===== src/rtl/wb_queue_if.sv =====
// rtl/wb_queue_if.sv - enqueue handshake and decoder-drive bundle for wb_queue
//
// Purpose : groups the producer valid/ready push channel and the head-entry
//           signals driven toward the 3-to-8 write-port decoder.
// Signals : in_valid/in_ready/in_addr/in_data  - completed register write in
//           dec_in/dec_enable/wr_data          - head entry out to decoder
// Modports: master - producer / decoder side (testbench)
//           slave  - the queue itself
interface wb_queue_if #(
    parameter int WIDTH = 64
);
    logic             in_valid;
    logic             in_ready;
    logic [2:0]       in_addr;
    logic [WIDTH-1:0] in_data;
    logic [2:0]       dec_in;
    logic             dec_enable;
    logic [WIDTH-1:0] wr_data;

    modport master (
        output in_valid, in_addr, in_data,
        input  in_ready, dec_in, dec_enable, wr_data
    );

    modport slave (
        input  in_valid, in_addr, in_data,
        output in_ready, dec_in, dec_enable, wr_data
    );
endinterface


===== src/rtl/wb_queue.sv =====
// rtl/wb_queue.sv - in-order write-back queue feeding the write-port decoder
//
// Purpose : buffers up to DEPTH completed register writes and retires one per
//           cycle by driving the decoder select/enable and write data.
// Ports   : clk, reset_n (async active-low)
//           bus (wb_queue_if.slave) - push handshake in, head entry to decoder
//           flush       - synchronous discard of every queued entry
//           drain_stall - hold the head entry this cycle
//           rd_addr     - forwarding lookup address
//           fwd_hit     - some queued entry targets rd_addr
//           fwd_data    - data of the youngest matching entry
//           count       - current occupancy 0..DEPTH
// Macro   : WBQ_FWD_EN - compiles in the forwarding comparators; when undefined
//           fwd_hit/fwd_data are tied to 0 and rd_addr is ignored.
module wb_queue #(
    parameter int WIDTH = 64,
    parameter int DEPTH = 4
) (
    input  logic                     clk,
    input  logic                     reset_n,
    wb_queue_if.slave                bus,
    input  logic                     flush,
    input  logic                     drain_stall,
    input  logic [2:0]               rd_addr,
    output logic                     fwd_hit,
    output logic [WIDTH-1:0]         fwd_data,
    output logic [$clog2(DEPTH):0]   count
);
    localparam int PW = $clog2(DEPTH);
    localparam int CW = PW + 1;

    logic [2:0]       r_addr [DEPTH];
    logic [WIDTH-1:0] r_data [DEPTH];
    logic [PW-1:0]    r_head;
    logic [PW-1:0]    r_tail;
    logic [CW-1:0]    r_count;

    logic w_full;
    logic w_empty;
    logic w_push;
    logic w_pop;

    assign w_full  = (r_count == CW'(DEPTH));
    assign w_empty = (r_count == '0);

    // No pass-through when full: a same-cycle pop does not open a slot.
    assign bus.in_ready = ~w_full & ~flush;
    assign w_push       = bus.in_valid & bus.in_ready;
    assign w_pop        = ~w_empty & ~drain_stall & ~flush;

    assign bus.dec_enable = w_pop;
    assign bus.dec_in     = w_empty ? 3'd0 : r_addr[r_head];
    assign bus.wr_data    = w_empty ? '0   : r_data[r_head];
    assign count          = r_count;

    always_ff @(posedge clk or negedge reset_n) begin
        if (!reset_n) begin
            r_head  <= '0;
            r_tail  <= '0;
            r_count <= '0;
        end else if (flush) begin
            r_head  <= '0;
            r_tail  <= '0;
            r_count <= '0;
        end else begin
            if (w_push) r_tail <= r_tail + PW'(1);
            if (w_pop)  r_head <= r_head + PW'(1);
            case ({w_push, w_pop})
                2'b10:   r_count <= r_count + CW'(1);
                2'b01:   r_count <= r_count - CW'(1);
                default: r_count <= r_count;
            endcase
        end
    end

    // Payload storage needs no reset: empty slots are never observed because
    // the head outputs and the forwarding scan are both masked by occupancy.
    always_ff @(posedge clk) begin
        if (w_push) begin
            r_addr[r_tail] <= bus.in_addr;
            r_data[r_tail] <= bus.in_data;
        end
    end

`ifdef WBQ_FWD_EN
    logic [PW-1:0]    w_fwd_idx;
    logic             w_fwd_hit;
    logic [WIDTH-1:0] w_fwd_data;

    // Scan oldest to youngest so a later match overrides an earlier one,
    // leaving the entry closest to the tail in w_fwd_data. The head entry is
    // included even when it is retiring this cycle.
    always_comb begin
        w_fwd_idx  = '0;
        w_fwd_hit  = 1'b0;
        w_fwd_data = '0;
        for (int i = 0; i < DEPTH; i++) begin
            w_fwd_idx = r_head + PW'(i);
            if ((CW'(i) < r_count) && (r_addr[w_fwd_idx] == rd_addr)) begin
                w_fwd_hit  = 1'b1;
                w_fwd_data = r_data[w_fwd_idx];
            end
        end
    end

    assign fwd_hit  = w_fwd_hit;
    assign fwd_data = w_fwd_data;
`else
    logic w_unused_rd_addr;

    assign w_unused_rd_addr = ^rd_addr;
    assign fwd_hit          = 1'b0;
    assign fwd_data         = '0;
`endif
endmodule


===== src/flat_wrapper.sv =====
// flat-port wrapper written by rule: the top's interface ports become plain ports
module wb_queue_flat 
#(
    parameter int WIDTH = 64,
    parameter int DEPTH = 4
)
  (clk, reset_n, flush, drain_stall, rd_addr, fwd_hit, fwd_data, count, bus_in_valid, bus_in_addr, bus_in_data, bus_in_ready, bus_dec_in, bus_dec_enable, bus_wr_data);
  wb_queue_if #(.WIDTH(WIDTH)) bus_i ();
  input  logic clk;
  input  logic reset_n;
  input  logic flush;
  input  logic drain_stall;
  input  logic [2:0] rd_addr;
  output logic fwd_hit;
  output logic [WIDTH-1:0] fwd_data;
  output logic [$clog2(DEPTH):0] count;
  input wire logic [$bits(bus_i.in_valid)-1:0] bus_in_valid;
  input wire logic [$bits(bus_i.in_addr)-1:0] bus_in_addr;
  input wire logic [$bits(bus_i.in_data)-1:0] bus_in_data;
  output wire logic [$bits(bus_i.in_ready)-1:0] bus_in_ready;
  output wire logic [$bits(bus_i.dec_in)-1:0] bus_dec_in;
  output wire logic [$bits(bus_i.dec_enable)-1:0] bus_dec_enable;
  output wire logic [$bits(bus_i.wr_data)-1:0] bus_wr_data;
  assign bus_i.in_valid = bus_in_valid;
  assign bus_i.in_addr = bus_in_addr;
  assign bus_i.in_data = bus_in_data;
  assign bus_in_ready = bus_i.in_ready;
  assign bus_dec_in = bus_i.dec_in;
  assign bus_dec_enable = bus_i.dec_enable;
  assign bus_wr_data = bus_i.wr_data;
  wb_queue #(.WIDTH(WIDTH), .DEPTH(DEPTH)) u_core (.clk(clk), .reset_n(reset_n), .bus(bus_i), .flush(flush), .drain_stall(drain_stall), .rd_addr(rd_addr), .fwd_hit(fwd_hit), .fwd_data(fwd_data), .count(count));
endmodule

===== config.mk =====
export PLATFORM = sky130hd
export DESIGN_NAME = wb_queue_flat
export DESIGN_NICKNAME = d
export VERILOG_FILES = /design/src/rtl/wb_queue_if.sv /design/src/rtl/wb_queue.sv /design/src/flat_wrapper.sv
export SDC_FILE = /design/constraint.sdc
export NUM_CORES = 1
export LEC_CHECK = 0
export CAP_MARGIN = 40
export CORE_AREA = 4 4 173 175
export DETAILED_ROUTE_END_ITERATION = 16
export DIE_AREA = 0 0 177 179
export PLACE_DENSITY = 0.66
export RECOVER_POWER = 25
export SLEW_MARGIN = 15
export SYNTH_ARGS = -nofsm -noshare
export SYNTH_HDL_FRONTEND = slang
export SYNTH_SLANG_ARGS = --single-unit

===== constraint.sdc =====
create_clock -name clk -period 4.25 [get_ports clk]
set_input_delay 1.275 -clock clk [delete_from_list [all_inputs] [get_ports clk]]
set_output_delay 1.275 -clock clk [all_outputs]
set_load 0.02 [all_outputs]

==> metrics.md <==
| Metric | Value |
|---|---|
| Top cells by count, synth | 268 x edfxtp_1, 70 x buf_4, 67 x mux4_2, 67 x nor2b_1, 9 x clkbuf_1 |
| Die Area | 0.0317 mm^2 |
| Post-synth ARST share | 0.0255 |
| Drt wl/cell | 19.9 um |
| Overall power | 8460 uW |
| Top_reg_cell synth | edfxtp_1 |
| Initial core utilization | 0.392 |
| Max VDD drop | 0.313 mV |
| Fin nets | 785 |
| Worst Setup SP | flush |
| DR vias/cell | 4.77 |
| FF-to-FF Start | u_core.count[0] |
| Leak Pwr | 0.00447 uW |
| RSZ-0062 raised after global routing | false |
| Inserted Clock Buffers | 28 |
| Die Ht | 179 um |
| Clock skew | 0.00864 ns |
| Max Cap Violations | 0 |
| First-pass GRT wire length | 33.4 mm |
| Cell variety after synth | 35 |
| Critical path required time | 2.97 ns |
| Cell Area, Synth | 0.0112 mm^2 |
| Clock sinks | 275 |
| CTS tree | built |
| Drt first-iter violations | 324 |
| Pre-antenna DRT Iters | 4 |
| Mapped Avg Cell Area | 20.6 um^2 |
| Initial antenna violation count | 7 |
| Final Hold Vio Count | 0 |
| Post-synthesis sequential area ratio | 0.737 |
| Synthesized flop and latch total | 275 |
| Post-synth top area share | 0.721 |
| Number of synthesis warnings | 0 |
| Gp weighted congestion | 0.723 |
| Slew headroom | 0.589 |
| Routed wire length | 22.1 mm |
| Std-Cell Rows | 62 |
| Status | completed |
| DRC violations left | 0 |
| Min cycle time layout | 4.04 ns |
| Skew-Pair Late Insertion Delay | 0.53 ns |
| Gr ovfl total | 0 |
| EDFF count, synth | 268 |
| Final Slew Violations | 0 |
| Clk buf depth | 3 |
| Vias in the first global route | 5703 |
| Top-count cell post-synth | edfxtp_1 |
| WS Path Type | in2out |
| Slew @ Worst Pin | 0.616 ns |
| Hold Crit Class | reg2reg |
| Fmax | 248 MHz |
| Setup slack after layout | 0.212 ns |
| Post-Syn Instances | 541 |
| Buffers on Ports | 143 |
| Final Cycle Share | 0.950 |
| Top cells by area, synth | edfxtp_1 72%, mux4_2 14%, buf_4 4.7%, nor2b_1 3.8%, dfrtp_1 1.6% |
| Setup TNS Final | 0 ns |
| Die width | 177 um |
| Worst Path Arrival | 2.76 ns |
| Critical Path End Type | output port |
| # IOs | 212 |
| Setup crit start kind | primary input |
| GR Util All Layers | 0.138 |
| Layout area overhead | 24.0% |
| Core area | 0.0285 mm^2 |
| Hold Startpoint | u_core.r_tail[0] |
| Final setup vio count | 0 |
| Worst-path fanout max | 11 |
| Pwr dens | 611 mW/mm^2 |
| Layout cells sized above 1 | 0.190 |
| End-of-flow core utilization | 0.486 |
| Post-DP HPWL | 13.6 mm |
| Clock root buffer | clkbuf_16 |
| Clk slew on worst S/H paths | 0.06 ns |
| CTS H-Tree Depth | 1 |
| Cell taking the most area after synthesis | edfxtp_1 |
| Pre-CTS worst setup slack | 0.222 ns |
| Vias after detailed routing | 5294 |
| Largest net degree at the start of global routing | 46 |
| Post-DRT Antenna Nets | 0 |
==> critical path, cell delays in order <==
cell             delay (ns)
clkdlybuf4s50_1        0.43
buf_4                  0.18
a21oi_1                0.21
clkdlybuf4s50_1        0.66
==> sequential cells by signal, indices dropped and copies added (netlist names) <==
| name | count |
|---|---|
| u_core.r_head | 2 |
| u_core.r_tail | 2 |
| u_core.r_addr | 12 |
| u_core.count | 3 |
| u_core.r_data | 256 |
==> cell type report <==
class | count | area, um^2
fill | 2307 | 14600
sequential | 275 | 8230
multi-input combinational | 238 | 2530
timing repair buffer | 159 | 1660
clock buffer | 31 | 733
tap | 384 | 480
clock inverter | 19 | 193
inverter | 3 | 11.3
antenna | 1 | 2.50
==> placed cells by master (no fill, tap or decap), types with 2 or more instances in the layout <==
| cell type | count |
|---|---|
| xnor2_1 | 2 |
| nand2b_1 | 3 |
| nor2b_1 | 67 |
| clkdlybuf4s50_1 | 101 |
| clkinv_2 | 5 |
| clkbuf_16 | 29 |
| edfxtp_1 | 268 |
| nor2_2 | 2 |
| conb_1 | 65 |
| dfrtp_4 | 2 |
| clkinv_1 | 8 |
| buf_4 | 8 |
| ha_1 | 4 |
| bufinv_16 | 4 |
| buf_12 | 7 |
| nor2b_4 | 2 |
| clkbuf_1 | 2 |
| dlygate4sd3_1 | 42 |
| nor2_1 | 4 |
| a21oi_1 | 2 |
| mux4_2 | 67 |
| and2_4 | 4 |
| dfrtp_1 | 5 |
| inv_1 | 3 |
==> final timing paths <==
check	endpoint	slack, ns	cells past startpoint
min in group asynchronous	u_core.count[2]	1.08	1
min	u_core.r_tail[0]	0.61	1
max in group asynchronous	u_core.r_head[1]	2.87	1
max	bus_in_ready	0.21	4
max reg2reg	u_core.count[2]	1.49	8
min reg2reg	u_core.r_tail[0]	0.61	1
==> where the power goes <==
group | internal, uW | switching (uW)
clock network | 1470 | 975
logic | 1330 | 1430
registers | 3140 | 111
total | 5950 | 2510
==> repair_timing <==
item                                    CTS  global route
hold endpoints to repair                  0             0
endpoints found under the setup margin    1             0
gates resized for setup                   0             0
setup buffers                             1             0
hold buffers                              0             0
==> per-stage QoR <==
step	hold slack, ns	std cells	cell area [um^2]
2_1_floorplan	0.555	605	11400
3_3_place_gp	0.564	1058	12900
3_5_place_dp	0.596	1058	12900
4_1_cts	0.610	1109	13800
5_1_grt	0.640	1110	13800
6_report	0.612	1110	13800
==> cell families (layout without fill, tap and decap cells) <==
logic type | count (synthesis) | after routing | synth area share
adders and majority gates | 5 | 5 | 0.00628
DFF | 275 | 275 | 0.737
AOI/OAI and AO/OA | 7 | 7 | 0.00538
xor gates and xnor gates | 3 | 3 | 0.00303
muxes | 70 | 70 | 0.139
buffers and inverters | 92 | 212 | 0.0589
other | 1 | 66 | 0.000336
and+or+nand+nor | 88 | 88 | 0.0505
==> per-layer routing <==
metal / vias to the layer above / part of all wire / track usage
met5: - / 0.0035 / 0
met4: 12 / 0.017 / 0.0277
met3: 45 / 0.090 / 0.0491
met2: 204 / 0.49 / 0.240
met1: 2712 / 0.40 / 0.167
li1: 2321 / - / -
Power figures use the tool's default switching activity.
